<file path="src/rtl/lc3b_types.sv">
// Shared LC-3b datapath types used by the MEM-stage sequencer.
package lc3b_types;

    typedef logic [15:0] lc3b_word;
    typedef logic [1:0]  lc3b_mem_wmask;

    typedef enum logic {
        SEQ_IDLE = 1'b0,
        SEQ_IND2 = 1'b1
    } lc3b_mem_seq_state;

    localparam lc3b_mem_wmask WMASK_WORD = 2'b11;

    function automatic lc3b_word word_align(input lc3b_word a);
        return {a[15:1], 1'b0};
    endfunction

endpackage

</file>
<file path="src/rtl/mem_access_sequencer.sv">
// MEM-stage D-cache sequencer: single accesses plus the two-access LDI/STI
// indirect sequence, holding the pipeline until the final response.
//
// Handshake: a request (dmem_read or dmem_write) is held with stable address,
// mask and data until dmem_resp pulses for one cycle; dmem_resp with no
// outstanding request is ignored.
module mem_access_sequencer
    import lc3b_types::*;
(
    input  logic              clk,
    input  logic              reset,
    input  logic              valid,
    input  logic              mem_read,
    input  logic              mem_write,
    input  logic              is_ldi,
    input  logic              is_sti,
    input  lc3b_mem_wmask     mem_byte_enable,
    input  lc3b_word          addr,
    input  lc3b_word          wdata,
    output logic              dmem_read,
    output logic              dmem_write,
    output lc3b_mem_wmask     dmem_byte_enable,
    output lc3b_word          dmem_address,
    output lc3b_word          dmem_wdata,
    input  lc3b_word          dmem_rdata,
    input  logic              dmem_resp,
    output lc3b_word          rdata,
    output logic              stall,
    output lc3b_mem_seq_state seq_state
);

    lc3b_mem_seq_state state_q, state_d;
    lc3b_word          ptr_q, ptr_d;
    logic              ind_store_q, ind_store_d;

    logic req;
    logic indirect;

    assign req       = valid & (mem_read | mem_write);
    assign indirect  = is_ldi | is_sti;
    assign rdata     = dmem_rdata;
    assign seq_state = state_q;

    always_ff @(posedge clk) begin
        if (reset) begin
            state_q     <= SEQ_IDLE;
            ptr_q       <= '0;
            ind_store_q <= 1'b0;
        end else begin
            state_q     <= state_d;
            ptr_q       <= ptr_d;
            ind_store_q <= ind_store_d;
        end
    end

    always_comb begin
        state_d          = state_q;
        ptr_d            = ptr_q;
        ind_store_d      = ind_store_q;
        dmem_read        = 1'b0;
        dmem_write       = 1'b0;
        dmem_byte_enable = '0;
        dmem_address     = '0;
        dmem_wdata       = '0;
        stall            = 1'b0;

        unique case (state_q)
            SEQ_IDLE: begin
                if (req) begin
                    dmem_wdata = wdata;
                    if (indirect) begin
                        // Pointer fetch: always an aligned word read, never final.
                        dmem_read        = 1'b1;
                        dmem_address     = word_align(addr);
                        dmem_byte_enable = WMASK_WORD;
                        stall            = 1'b1;
                        if (dmem_resp) begin
                            ptr_d       = dmem_rdata;
                            ind_store_d = is_sti;
                            state_d     = SEQ_IND2;
                        end
                    end else begin
                        dmem_read        = mem_read;
                        dmem_write       = mem_write;
                        dmem_address     = addr;
                        dmem_byte_enable = mem_write ? mem_byte_enable : WMASK_WORD;
                        stall            = ~dmem_resp;
                    end
                end
            end
            SEQ_IND2: begin
                // Registered pointer and direction drive the second access.
                dmem_address     = word_align(ptr_q);
                dmem_byte_enable = WMASK_WORD;
                if (ind_store_q) begin
                    dmem_write = 1'b1;
                    dmem_wdata = wdata;
                end else begin
                    dmem_read  = 1'b1;
                end
                stall = req & ~dmem_resp;
                if (dmem_resp) begin
                    state_d = SEQ_IDLE;
                end
            end
            default: state_d = SEQ_IDLE;
        endcase

        if (reset) begin
            dmem_read  = 1'b0;
            dmem_write = 1'b0;
            stall      = 1'b0;
        end
    end

endmodule

</file>
<file path="config.mk">
export PLATFORM = sky130hd
export DESIGN_NAME = mem_access_sequencer
export DESIGN_NICKNAME = d
export VERILOG_FILES = /design/src/rtl/lc3b_types.sv /design/src/rtl/mem_access_sequencer.sv
export SDC_FILE = /design/constraint.sdc
export NUM_CORES = 1
export LEC_CHECK = 0
export CELL_PAD_IN_SITES_DETAIL_PLACEMENT = 1
export CELL_PAD_IN_SITES_GLOBAL_PLACEMENT = 1
export CORE_MARGIN = 2
export CORE_UTILIZATION = 22
export DETAILED_ROUTE_END_ITERATION = 16
export PLACE_DENSITY_LB_ADDON = 0.1
export SETUP_SLACK_MARGIN = 0.5
export SYNTH_ARGS = -nofsm -noshare
export SYNTH_HDL_FRONTEND = slang
export SYNTH_SLANG_ARGS = --single-unit
export TNS_END_PERCENT = 50
</file>
<file path="constraint.sdc">
create_clock -name clk -period 3.3 [get_ports clk]
set_input_delay 0.33 -clock clk [delete_from_list [all_inputs] [get_ports clk]]
set_output_delay 0.33 -clock clk [all_outputs]
set_load 0.01 [all_outputs]
</file>
== After elaboration in Yosys (flattened, before gate mapping) ==
Index checks and enable logic that the tools add are counted.
Word-level totals
  logic and storage cells: 39
  bits in latches: 0
  memories: 0
  register bits after elaboration: 18
  bits in writable memories: 0
  memory bits (read-only): 0
Operators by class
  $lt $le $gt $ge: 0
  bitwise logic cells: 6
  shifts and indexed selects: 0
  equal/unequal tests: 0
  divide/modulo/power cells: 0
  reduce and logical (&&, ||, !) cells: 1
  $add $sub $neg: 0
  mux-type cells: 29
  multiply operators: 0
Operator list (number)
  16-bit one-hot mux with 2 select lines: 2
  16-bit two-way mux: 3
  1-bit two-way mux: 16
  1-bit one-hot mux with 2 select lines: 4
  2-bit two-way mux: 3
  2-bit one-hot mux with 2 select lines: 1
  4-bit AND reduction: 1
  1-bit AND: 2
  1-bit NOT: 2
  1-bit OR: 2

== Logic depth before layout (Yosys ltp) ==
Gate-level depths: netlist of the first run.
  depth after elaboration: 5
  mapped depth: 5

== Worst setup path after synthesis of the first run ==
No wires, ideal clock.
  kind: input to output
  start: input port is_sti
  end: output port dmem_write
  buffers on the path: 0
  data arrival time: 1.297 ns
  slack: 1.673 ns
  data required time: 2.970 ns
  stages: 3
  cell sequence: or3b_1 or3b_1 a21oi_1
Between the ends
  word-level cells in the longest chain between the ends: 5
RTL lines
  start: declaration: RTL line mem_access_sequencer.sv:16  | input logic is_sti,
  1-bit OR: RTL line mem_access_sequencer.sv:40  | assign indirect = is_ldi | is_sti;
  1-bit two-way mux: RTL line mem_access_sequencer.sv:71  | if (indirect) begin
  1-bit two-way mux: RTL line mem_access_sequencer.sv:69  | if (req) begin
  1-bit one-hot mux with 2 select lines: RTL line mem_access_sequencer.sv:67  | unique case (state_q)
  1-bit two-way mux: RTL line mem_access_sequencer.sv:109  | if (reset) begin
  end: declaration: RTL line mem_access_sequencer.sv:21  | output logic dmem_write,
Every way passes these cells.

== Final worst setup path of the first run ==
Same ends and word-level chain as after synthesis.

==> results of run 1 <==
==> through the flow <==
stage,power (W),hold slack [ns],instance area (sq um)
4_1_cts,0.000627,0.480,2400
6_report,0.000612,0.475,2400
3_5_place_dp,0.000467,0.465,2360
2_1_floorplan,0.000321,0.449,1310
5_1_grt,0.000652,0.498,2400
3_3_place_gp,0.000466,0.462,2360
==> worst min-delay path, stage by stage, from the launching register on <==
cell and delay (ns):
dfxtp_1 0.31, nand2b_1 0.06, mux2i_1 0.05
==> how the worst max path moves through the flow <==
stage | endpoint | slack (ns) | from
4_1_cts | dmem_write | 0.62 | is_sti
5_1_grt | dmem_write | 0.54 | mem_write
3_5_place_dp | dmem_write | 0.64 | is_sti
2_1_floorplan | dmem_write | 1.67 | is_sti
3_3_place_gp | dmem_write | 0.68 | mem_write
6_report | dmem_write | 0.64 | is_sti
==> cell families (layout without fill, tap and decap cells) <==
kind of cell | count (synthesis) | in the layout | share of synthesized area, %
compound gates | 24 | 24 | 10.2
buf+inv | 28 | 118 | 13.7
flops | 17 | 17 | 26.0
mux | 16 | 16 | 12.2
simple gates | 91 | 91 | 37.8
==> routing by layer <==
layer / routed length (um) / GRT usage, %
met3: 408 / 3.89
met5: 0 / 0
met4: 59 / 4.24
met2: 1980 / 22.6
met1: 1810 / 15.0
==> registers in the layout, indices dropped and copies added (netlist names) <==
signal       count
ind_store_q      1
seq_state        1
ptr_q           15
==> cell type report <==
| cell class | instances | area share [%] |
|---|---|---|
| repair buffers | 114 | 46.9 |
| multi-input cells | 131 | 33.1 |
| flip-flops and latches | 17 | 14.2 |
| well taps | 75 | 3.90 |
| clock buffers | 4 | 1.87 |
==> power by group through the flow <==
stage	Sequential, W	Combinational (W)	Clock, W
after floorplan	0.000222	0.0000990	0
after global placement	0.000224	0.000242	0
after detailed placement	0.000224	0.000243	0
after CTS	0.000219	0.000244	0.000164
after global routing	0.000221	0.000260	0.000171
final	0.000220	0.000239	0.000153
==> synth_stat cells (3+ instances only) <==
cell type	instances
nand2b_1	34
dfxtp_1	17
nand2_1	32
mux2i_1	16
o21ai_0	17
buf_4	17
clkbuf_1	8
and2_1	16
nor3_1	3
==> qor.txt, run 1 <==
status = completed
CP Cell Sequence = clkdlybuf4s50_1, or3b_1, or3b_1, a21oi_1, clkdlybuf4s50_1
crit path DAT = 2.33 ns
Gate power share = 39.1%
DRT iter0 DRCs = 19
final worst-path cycle share = 80.6%
DRC = 0
Switching Fraction = 26.2%
Critical-path top delay cell = clkdlybuf4s50_1
multi-input logic area = 797 sq um
initial core utilization = 22.5%
r2r setup slk = 1.91 ns
WL/cell = 12.5 um
FF-to-FF path depth = 3
initial antenna violation count = 0
setup ws final = 0.641 ns
Seq cells post-synth = 17
setup TNS = 0 ns
first-pass GRT wire length = 6.73 mm
hold buffer count at cts = 0
Area Growth Syn to Fin = 83.9%
FF+latch area = 340 sq um
Die ar. = 6580 sq um
mapped cell area = 1310 sq um
clk root buf = clkbuf_8
routed vias/inst = 4.26
CTS-repair resized insts = 0
Crit Path Category = primary input to output port
GRT Total Usage = 12.9%
ant diodes = 0
Cell variety after synth = 20
first drt pass iteration count = 2
clk slew on worst S/H paths = 0.06 ns
syn_area_per_cell = 7.43 sq um
share of cells above drive strength 1 = 3.76%
most common cell after layout, fill and taps aside = clkdlybuf4s50_1
Top FF cell, synth = dfxtp_1
power density over the cells = 254 nW/um^2
CP Capture Type = output port
total number of H-tree levels = 1
critical path depth = 5
CTS sink cnt = 17
Clock Skews = 0.000524 ns
Post-synth EDFFs = 0
largest net degree at the start of global routing = 33
Hold WC Path Type = flip-flop to flip-flop
port bufs = 109
antenna viol nets, final = 0
# Post-CTS Setup Buffers = 0
RR Endpoint = ptr_q[13]$_SDFFE_PP0P_
# setup viols final = 0
syn nets = 234
relative slew slack = 71.7%
area share of the largest cell type after synthesis = 26.0%
Worst Max-Slew Pin Slew = 0.422 ns
critical path peak fanout = 4
proportion of power drawn by the clock network = 25.0%
vias in the first global route = 1496
Leakage = 0.854 nW
Nets = 325
Final Core Density = 41.4%
hold endpoint = ind_store_q$_SDFFE_PP0P_
GP Congestion = 0.704
peak supply drop = 0.000100 V
gate count of the mapped netlist = 176
Core Box Area = 5820 sq um
CP max stage delay = 0.56 ns
worst path bufs/invs = 2
RSZ-0062 raised after global routing = no
drt total wl = 4.25 mm
worst hold start = ind_store_q$_SDFFE_PP0P_
Place WS = 0.643 ns
clk_lat worst skew = 0.25 ns
net switching power = 0.000160 W
Final Max Tran Viols = 0
CTS Buf Count = 3
Async S/R FF share, synth = 0%
crit start category = primary input
Site Rows = 28
Fin. Hold Viols = 0
Die X = 81.1 um
Critical Path RT = 2.97 ns
most frequent cells in the layout = clkdlybuf4s50_1, nand2b_1, nand2_1
I/O Pins = 112
die height = 81.1 um
GRT overflow = 0
via count = 1451
HPWL after detailed placement = 3.36 mm
CTS tree = yes
Period minus WS final = 2.66 ns
Hold Crit Depth = 2
ranking of synthesized cells by area = dfxtp_1, nand2b_1, mux2i_1
Peak Freq = 376 MHz
Reg power frac = 35.9%
internal power = 0.000452 W
placed cell count = 337
sequential fraction of the synthesis area = 26.0%
Crit path max-delay family = buffers and inverters
fillers = 723
Syn. warnings = 0
largest area contributor in the netlist = dfxtp_1
Max clock buf depth = 2
Layout Cells excl Fill = 341
max_cap viols = 0
RR Startpoint = seq_state$_SDFF_PP0_
(Power assumes the default switching activity.)
==> inputs of run 2 (changes only) <==
--- a/config.mk
+++ b/config.mk
@@ -8,7 +8,7 @@
 export CELL_PAD_IN_SITES_DETAIL_PLACEMENT = 1
 export CELL_PAD_IN_SITES_GLOBAL_PLACEMENT = 1
 export CORE_MARGIN = 2
-export CORE_UTILIZATION = 22
+export CORE_UTILIZATION = 20
 export DETAILED_ROUTE_END_ITERATION = 16
 export PLACE_DENSITY_LB_ADDON = 0.1
 export SETUP_SLACK_MARGIN = 0.5
==> constraint.sdc (replaced) <==
create_clock -name clk -period 2.6 [get_ports clk]
set_input_delay 0.26 -clock clk [delete_from_list [all_inputs] [get_ports clk]]
set_output_delay 0.26 -clock clk [all_outputs]
set_load 0.01 [all_outputs]
==> run 2 against run 1 <==
Effect of this change:
- non-clock buffer count increased by 4
- critical path depth stayed put
- via count up 2.1%
- cell area is 2.3% higher
- cell count rose by 1.8%
- clock skew up 0.0051 ns
- combinational power rose by 31%
- register-to-register slack worse by 0.77 ns
- critical endpoint unchanged
- largest cell class unchanged
- largest power group unchanged
==> qor.txt, run 2 (synthesis gave the netlist of run 1 again) <==
Worst Max-Slew Pin Slew = 0.275 ns (was 0.422 ns)
drt total wl = 4.62 mm (was 4.25 mm)
total number of H-tree levels = 1 (unchanged)
Largest Register = ptr_q (unchanged)
Leakage = 0.929 nW (was 0.854 nW)
most frequent cells in the layout = clkdlybuf4s50_1, nand2b_1, nand2_1 (unchanged)
multi-input logic area = 817 sq um (was 797 sq um)
Hold WC Path Type = flip-flop to flip-flop (unchanged)
die height = 84.9 um (was 81.1 um)
Area Growth Syn to Fin = 88.2% (was 83.9%)
Site Rows = 29 (was 28)
status = completed (unchanged)
fillers = 752 (was 723)
ant diodes = 0 (unchanged)
final instance area = 2460 sq um (was 2400 sq um)
Place WS = 0.126 ns (was 0.643 ns)
CP Capture Type = output port (unchanged)
hold buffer count at cts = 0 (unchanged)
I/O Pins = 112 (unchanged)
WL/cell = 13.3 um (was 12.5 um)
CTS Buf Count = 3 (unchanged)
Clock Skews = 0.00561 ns (was 0.000524 ns)
placed cell area = 2380 sq um (was 2360 sq um)
Nets = 329 (was 325)
Die ar. = 7200 sq um (was 6580 sq um)
Core Box Area = 6350 sq um (was 5820 sq um)
r2r setup slk = 1.14 ns (was 1.91 ns)
clk_lat worst skew = 0.25 ns (about the same)
via count = 1481 (was 1451)
Crit Path Category = primary input to output port (unchanged)
GRT overflow = 0 (unchanged)
Max clock buf depth = 2 (unchanged)
clk slew on worst S/H paths = 0.07 ns (was 0.06 ns)
Critical Path RT = 2.34 ns (was 2.97 ns)
first drt pass iteration count = 3 (was 2)
# setup viols final = 0 (unchanged)
CTS tree = yes (unchanged)
crit start category = primary input (unchanged)
antenna viol nets, final = 0 (unchanged)
DRT iter0 DRCs = 30 (was 19)
port bufs = 109 (unchanged)
# Post-CTS Setup Buffers = 0 (unchanged)
Final Max Tran Viols = 0 (unchanged)
crit path DAT = 1.83 ns (was 2.33 ns)
max reg flops = 15 (unchanged)
Fin. Hold Viols = 0 (unchanged)
DRC = 0 (unchanged)
initial antenna violation count = 0 (unchanged)
clk root buf = clkbuf_8 (unchanged)
Tot Pwr = 0.000792 W (was 0.000612 W)
final worst-path cycle share = 80.3%
vias in the first global route = 1555 (was 1496)
most common cell after layout, fill and taps aside = clkdlybuf4s50_1 (unchanged)
largest net degree at the start of global routing = 27 (was 33)
initial core utilization = 20.6% (was 22.5%)
setup TNS = 0 ns (unchanged)
FF+latch area = 342 sq um (was 340 sq um)
critical path peak fanout = 4 (unchanged)
setup ws final = 0.513 ns (was 0.641 ns)
Die X = 84.9 um (was 81.1 um)
GRT Total Usage = 13.1% (was 12.9%)
Period minus WS final = 2.09 ns
power density over the cells = 322 nW/um^2 (was 254 nW/um^2)
RSZ-0062 raised after global routing = yes (was no)
Peak Freq = 479 MHz
relative slew slack = 81.4% (was 71.7%)
routed vias/inst = 4.27 (was 4.26)
peak supply drop = 0.000186 V (was 0.000100 V)
Hold WS = 0.475 ns (about the same)
share of cells above drive strength 1 = 7.78% (was 3.76%)
GP Congestion = 0.775 (was 0.704)
first-pass GRT wire length = 7.60 mm (was 6.73 mm)
CTS sink cnt = 17 (unchanged)
HPWL after detailed placement = 3.65 mm (was 3.36 mm)
max_cap viols = 0 (unchanged)
==> run 2: cell type report <==
cell class | count | area share, %
clock inverter | 1 | 0.203
sequential | 17 | 13.9
tap | 77 | 3.91
multi-input combinational | 131 | 33.2
clock buffer | 3 | 1.68
timing repair buffer | 118 | 47.1
==> run 2: power breakdown <==
part	internal (W)	total (W)	switching, W
Sequential	0.000271	0.000278	0.00000635
Clock	0.000106	0.000202	0.0000956
Combinational	0.000196	0.000312	0.000116
==> run 2: worst max-delay path: stages <==
cell	delay (ns)
clkdlybuf4s50_1	0.47
or3b_4	0.43
or3b_1	0.35
a21oi_1	0.15
clkbuf_2	0.16
==> run 2: routing by layer <==
| metal | share of wire, % | vias up | track usage, % | wire, um |
|---|---|---|---|---|
| li1 | - | 738 | - | - |
| met3 | 7.5 | 4 | 4.09 | 349 |
| met5 | 0 | - | 0 | 0 |
| met4 | 0.71 | 0 | 2.60 | 33 |
| met1 | 47 | 676 | 17.8 | 2190 |
| met2 | 44 | 63 | 20.8 | 2050 |
==> run 2: stage by stage <==
step	utilization, %	cells
detailed placement	37.6	342
CTS	38.6	347
global route	38.8	347
finish	38.8	347
floorplan	-	176
global placement	37.6	342
==> run 2: worst paths after layout <==
kind / cells past startpoint / end / start
worst max register to register: 4 / ptr_q[10]$_SDFFE_PP0P_ / seq_state$_SDFF_PP0_
worst max-delay path: 5 / dmem_write / is_sti
worst min register to register: 2 / ptr_q[5]$_SDFFE_PP0P_ / ptr_q[5]$_SDFFE_PP0P_
worst min-delay path: 2 / ptr_q[5]$_SDFFE_PP0P_ / ptr_q[5]$_SDFFE_PP0P_
==> run 2: timing repair <==
item / CTS / global route
resized for setup: 11 / 9
endpoints found under the setup margin: 36 / 31
pin swaps: 0 / 0
cloned: 1 / 0
==> inputs of run 3 (changes only) <==
--- a/config.mk
+++ b/config.mk
@@ -8,7 +8,7 @@
 export CELL_PAD_IN_SITES_DETAIL_PLACEMENT = 1
 export CELL_PAD_IN_SITES_GLOBAL_PLACEMENT = 1
 export CORE_MARGIN = 2
-export CORE_UTILIZATION = 20
+export CORE_UTILIZATION = 18
 export DETAILED_ROUTE_END_ITERATION = 16
 export PLACE_DENSITY_LB_ADDON = 0.1
 export SETUP_SLACK_MARGIN = 0.5
==> constraint.sdc (replaced) <==
create_clock -name clk -period 1.8 [get_ports clk]
set_input_delay 0.18 -clock clk [delete_from_list [all_inputs] [get_ports clk]]
set_output_delay 0.18 -clock clk [all_outputs]
set_load 0.01 [all_outputs]
==> run 3 against run 2 <==
Effect of this change:
- routed wire length up 14%
- cell area up 10%
- die area up 11%
- critical path depth unchanged
- register-to-register slack worse by 0.83 ns
- via count up 6.3%
- global-route usage down 0.21 points
- clock skew about the same
- flip-flop and latch count unchanged
- largest power group unchanged
==> qor.txt, run 3 (synthesis gave the netlist of run 1 again) <==
total number of H-tree levels = 1 (unchanged)
crit path DAT = 1.33 ns (was 1.83 ns)
most common cell after layout, fill and taps aside = clkdlybuf4s50_1 (unchanged)
CP dominant cell by count = or3b_4
share of cells above drive strength 1 = 34.5% (was 7.78%)
most frequent cells in the layout = clkdlybuf4s50_1, nand2b_1, buf_2 (was clkdlybuf4s50_1, nand2b_1, nand2_1)
Die X = 89.2 um (was 84.9 um)
Area Growth Syn to Fin = 107% (was 88.2%)
peak supply drop = 0.000230 V (was 0.000186 V)
relative slew slack = 83.1% (was 81.4%)
largest net degree at the start of global routing = 23 (was 27)
FF+latch area = 344 sq um (was 342 sq um)
fillers = 876 (was 752)
setup ws final = 0.288 ns (was 0.513 ns)
Critical-path top delay cell = or3b_4 (was clkdlybuf4s50_1)
CTS Buf Count = 3 (unchanged)
DRT iter0 DRCs = 28 (was 30)
GRT overflow = 0 (unchanged)
ant diodes = 0 (unchanged)
first-pass GRT wire length = 8.00 mm (was 7.60 mm)
Crit Path Category = primary input to output port (unchanged)
multi-input logic area = 878 sq um (was 817 sq um)
clk_lat worst skew = 0.25 ns (about the same)
setup TNS = 0 ns (unchanged)
GRT Total Usage = 12.9% (was 13.1%)
I/O Pins = 112 (unchanged)
CTS tree = yes (unchanged)
Hold WC Path Type = primary input to flip-flop (was flip-flop to flip-flop)
routed vias/inst = 4.05 (was 4.27)
first drt pass iteration count = 4 (was 3)
max_cap viols = 0 (unchanged)
# setup viols final = 0 (unchanged)
CP Capture Type = output port (unchanged)
Place WS = -0.475 ns (was 0.126 ns)
critical path peak fanout = 2 (was 4)
RR Startpoint = seq_state$_SDFF_PP0_ (unchanged)
final instance area = 2710 sq um (was 2460 sq um)
clk root buf = clkbuf_8 (unchanged)
Max clock buf depth = 2 (unchanged)
CTS sink cnt = 17 (unchanged)
placed cell count = 371 (was 342)
GP Congestion = 0.742 (was 0.775)
Critical Path RT = 1.62 ns (was 2.34 ns)
final worst-path cycle share = 84.0%
Worst Max-Slew Pin Slew = 0.252 ns (was 0.275 ns)
DRC = 0 (unchanged)
crit path from = is_ldi (was is_sti)
Leakage = 1.14 nW (was 0.929 nW)
vias in the first global route = 1573 (was 1555)
HPWL after detailed placement = 3.76 mm (was 3.65 mm)
Nets = 349 (was 329)
initial antenna violation count = 0 (unchanged)
worst hold start = is_sti (was ptr_q[5]$_SDFFE_PP0P_)
clk slew on worst S/H paths = 0.08 ns (was 0.07 ns)
CP Cell Sequence = buf_6, or3b_4, or3b_4, a21oi_2, buf_2 (was clkdlybuf4s50_1, or3b_4, or3b_1, a21oi_1, clkbuf_2)
status = completed (unchanged)
power density over the cells = 453 nW/um^2 (was 322 nW/um^2)
port bufs = 109 (unchanged)
Fin. Hold Viols = 0 (unchanged)
Period minus WS final = 1.51 ns
via count = 1574 (was 1481)
antenna viol nets, final = 0 (unchanged)
Core Box Area = 7140 sq um (was 6350 sq um)
crit start category = primary input (unchanged)
WL/cell = 13.5 um (was 13.3 um)
Site Rows = 31 (was 29)
RSZ-0062 raised after global routing = yes (unchanged)
Clock Skews = 0.00527 ns (was 0.00561 ns)
placed cell area = 2500 sq um (was 2380 sq um)
Die ar. = 7960 sq um (was 7200 sq um)
drt total wl = 5.26 mm (was 4.62 mm)
Largest Register = ptr_q (unchanged)
initial core utilization = 18.3% (was 20.6%)
CP max stage delay = 0.40 ns (was 0.47 ns)
Peak Freq = 662 MHz
die height = 89.2 um (was 84.9 um)
Final Max Tran Viols = 0 (unchanged)
Layout Cells excl Fill = 389 (was 347)
max reg flops = 15 (unchanged)
-- run 3: cell types whose count changed in the layout (fill, tap and decap cells not counted), sizes merged --
cell / before / now
clkdlybuf4s50: 101 / 66
buf: 9 / 70
dlymetal6s2s: 3 / 0
dlygate4sd2: 4 / 1
-- run 3: metal layers --
metal / track usage (%) / vias to the layer above / share of wire (%)
met5: 0 / - / 0
li1: - / 785 / -
met1: 17.0 / 726 / 45
met3: 3.88 / 2 / 8.5
met2: 21.4 / 61 / 46
met4: 2.04 / 0 / 0.38
-- run 3: repair_timing --
| action | 4_1_cts | 5_1_grt |
|---|---|---|
| gates resized for setup | 221 | 24 |
| hold endpoints to repair | 0 | 0 |
| setup endpoints to repair | 70 | 70 |
| buffers inserted | 8 | 1 |
| cloned | 4 | 1 |
| hold buffers | 0 | 0 |
| pin swaps | 23 | 3 |
-- run 3: report_power, final --
part / leakage (nW) / switching, W / internal, W / total, W
combinational: 0.979 / 0.000196 / 0.000330 / 0.000526
clock: 0.0255 / 0.000147 / 0.000154 / 0.000301
sequential: 0.139 / 0.0000112 / 0.000391 / 0.000402
total: 1.14 / 0.000354 / 0.000874 / 0.00123
-- run 3: worst max-delay path: cells and delay by family --
| family | cells | cell delay [ns] |
|---|---|---|
| and+or+nand+nor | 2 | 0.79 |
| buffers and inverters | 2 | 0.24 |
| AOI/OAI and AO/OA | 1 | 0.12 |
-- run 3: cell type report --
type	count	share of cell area [%]
multi-input combinational	131	32.4
timing repair buffer	138	48.6
sequential	17	12.7
clock buffer	3	1.52
clock inverter	1	0.185
tap	99	4.57
-- run 3: final timing paths --
path / slack (ns) / depth (start not counted) / to
min: 0.34 / 4 / ind_store_q$_SDFFE_PP0P_
min reg2reg: 0.48 / 2 / ptr_q[13]$_SDFFE_PP0P_
max: 0.29 / 5 / dmem_write
max reg2reg: 0.31 / 5 / ptr_q[14]$_SDFFE_PP0P_
-- run 3: through the flow --
step | utilization, % | hold slack [ns] | power, W
after global placement | 35.1 | 0.360 | 0.000883
after CTS | 36.8 | 0.327 | 0.00123
after global routing | 38.0 | 0.345 | 0.00131
after floorplan | - | 0.335 | 0.000590
final | 38.0 | 0.341 | 0.00123
after detailed placement | 35.1 | 0.360 | 0.000884
==> RTL edit (flow settings as in run 2) <==
Make the reset (`reset`) asynchronous in one clocked block.
--- a/src/rtl/mem_access_sequencer.sv
+++ b/src/rtl/mem_access_sequencer.sv
@@ -41,7 +41,7 @@
     assign rdata     = dmem_rdata;
     assign seq_state = state_q;
 
-    always_ff @(posedge clk) begin
+    always_ff @(posedge clk or posedge reset) begin
         if (reset) begin
             state_q     <= SEQ_IDLE;
             ptr_q       <= '0;
Formal check against the unedited RTL: differs if reset is asserted again (counterexample within 4 cycles, from zero or initial values and one cycle with reset high); with reset held inactive, the same outputs for 10 cycles.
==> RTL edit against run 2 <==
Routed wire length decreased by 10%. Via count decreased by 11%. Setup slack got worse by 170 ps. Sequential cell count unchanged. Die area decreased by 7.1%. Total power increased by 26%. Final area decreased by 3.5%. Final cell count decreased by 9.5%. Sequential share of layout area increased by 4.1 points. Area after synthesis decreased by 7.5%. Clock power about the same. Critical path type unchanged.
==> RTL edit: results (changes against run 2) <==
| Metric | Value |
|---|---|
| Dpl ws | `62.6 ps (-63.8 ps)` |
| Worst path slowest cell | `or3b_2` |
| Clk slew on worst S/H paths | `70 ps (about the same)` |
| Placed Cells | `310 (-9.4%)` |
| Post-DP HPWL | `3270 microns (-10%)` |
| Yosys cell types | `22 (+10%)` |
| Share of cells above drive strength 1 | `0.146 (+0.0687)` |
| Min-Delay Path Class | `in -> async` |
| Synth area leaders | `dfrtp_1 (35%), mux2_2 (15%), buf_4 (9.9%)` |
| Worst EP arrival | `2000 ps (+170 ps)` |
| Max clock buf depth | `2 (unchanged)` |
| Switching pwr | `300 uW (+38%)` |
| DRT iter0 DRCs | `41 (+37%)` |
| Run status | `completed` |
| ANT nets after route | `0 (unchanged)` |
| First-pass GRT wire length | `6470 microns (-15%)` |
| Nets | `298 (-9.4%)` |
| Worst R2R End | `ptr_q[12]` |
| Syn Inst Count | `142 (-19%)` |
| Via-to-Cell Ratio | `4.20 (-1.5%)` |
| Reg2reg path depth | `4 (unchanged)` |
| Clock Skew | `0.419 ps (-5.19 ps)` |
| Crit path max fanout | `3 (-1)` |
| Rel. slew slack | `0.796 (-0.0182)` |
| Fillers | `677 (-10%)` |
| Ant. Diodes | `0 (unchanged)` |
| GRT Overall Usage | `0.126 (-0.00578)` |
| Predominant post-synthesis flop cell | `dfrtp_1` |
| Largest net degree at the start of global routing | `35 (+30%)` |
| WL/cell | `13.2 microns (-1.1%)` |
| Syn_nets | `200 (-15%)` |
| RePlAce Congestion | `0.789 (+1.8%)` |
| Vias in the first global route | `1358 (-13%)` |
| Reg-to-reg startpoint | `seq_state` |
| Static leakage | `1.13 nW (+21%)` |
| Max VDD drop | `0.000146 V (-22%)` |
| Seq/Total Area, Yosys | `0.352 (+0.0913)` |
| Max reg flops | `15 (unchanged)` |
| Max H-tree Level | `1 (unchanged)` |
| Drt total wl | `4140 microns (-10%)` |
| Post-synth ARST share | `1.00 (+1.00)` |
| CTS Root Cell | `clkbuf_8` |
| Register-to-Register Setup Slack | `910 ps (-230 ps)` |
| CP max stage delay | `490 ps (+20 ps)` |
| Yosys Warn Count | `0 (unchanged)` |
| Top reg by flops | `ptr_q` |
| Synth top cells by count | `nand2_1 (32), o21ai_0 (18), dfrtp_1 (17)` |
## RTL edit: cell count changes after synthesis, moves of 15 or more
cell | before | now
and2_1 | 16 | 0
dfrtp_1 | 0 | 17
dfxtp_1 | 17 | 0
mux2_2 | 0 | 16
mux2i_1 | 16 | 0
nand2b_1 | 34 | 3
nor2b_1 | 1 | 16
## RTL edit: cell families (layout without fill, tap and decap cells)
family,after synthesis,in the layout,share of synthesized area
compound gates,24,24,0.110
buf+inv,26,123,0.138
flops,17,17,0.352
mux,16,16,0.149
simple gates,59,59,0.252
## RTL edit: power groups by stage
| stage | Sequential (mW) | Combinational (mW) | Clock, mW |
|---|---|---|---|
| 6_report | 0.365 | 0.434 | 0.202 |
| 5_1_grt | 0.377 | 0.476 | 0.224 |
| 4_1_cts | 0.365 | 0.446 | 0.212 |
| 3_5_place_dp | 0.370 | 0.469 | 0 |
| 3_3_place_gp | 0.368 | 0.466 | 0 |
| 2_1_floorplan | 0.361 | 0.212 | 0 |
## RTL edit: final cells by class
class | count | area share
multi-input combinational | 99 | 0.264
tap | 75 | 0.0395
inverter | 2 | 0.00316
clock inverter | 1 | 0.00211
sequential | 17 | 0.180
timing repair buffer | 117 | 0.494
clock buffer | 3 | 0.0174
## RTL edit: worst max-delay path by stage
stage	from	to	slack, ps	cells past startpoint
4_1_cts	mem_write	dmem_wdata[2]	340	7
3_3_place_gp	mem_write	dmem_write	100	5
3_5_place_dp	mem_write	dmem_write	60	5
6_report	mem_write	dmem_write	340	5
2_1_floorplan	seq_state	dmem_read	980	3
5_1_grt	mem_write	dmem_byte_enable[0]	260	5
## RTL edit: metal layers
layer | wire, microns | GRT usage | vias up
met2 | 2010 | 0.211 | 62
met3 | 380 | 0.0440 | 4
met4 | 36 | 0.0350 | 0
met1 | 1710 | 0.152 | 608
met5 | 0 | 0 | -
li1 | - | - | 646
## RTL edit: what timing repair did
item	4_1_cts	5_1_grt
resized for setup	21	14
setup endpoints to repair	37	23
setup buffers	0	0
hold buffers	0	0
## RTL edit: critical path, delay by kind of cell
family	cells	cell delay (ps)
buf+inv	2	730
compound gates	1	150
simple gates	2	860
## RTL edit: stage by stage
step,area (sq um),hold WS (ps)
floorplan,1210,191
global placement,2310,490
detailed placement,2310,495
CTS,2340,443
global route,2380,488
finish,2380,441
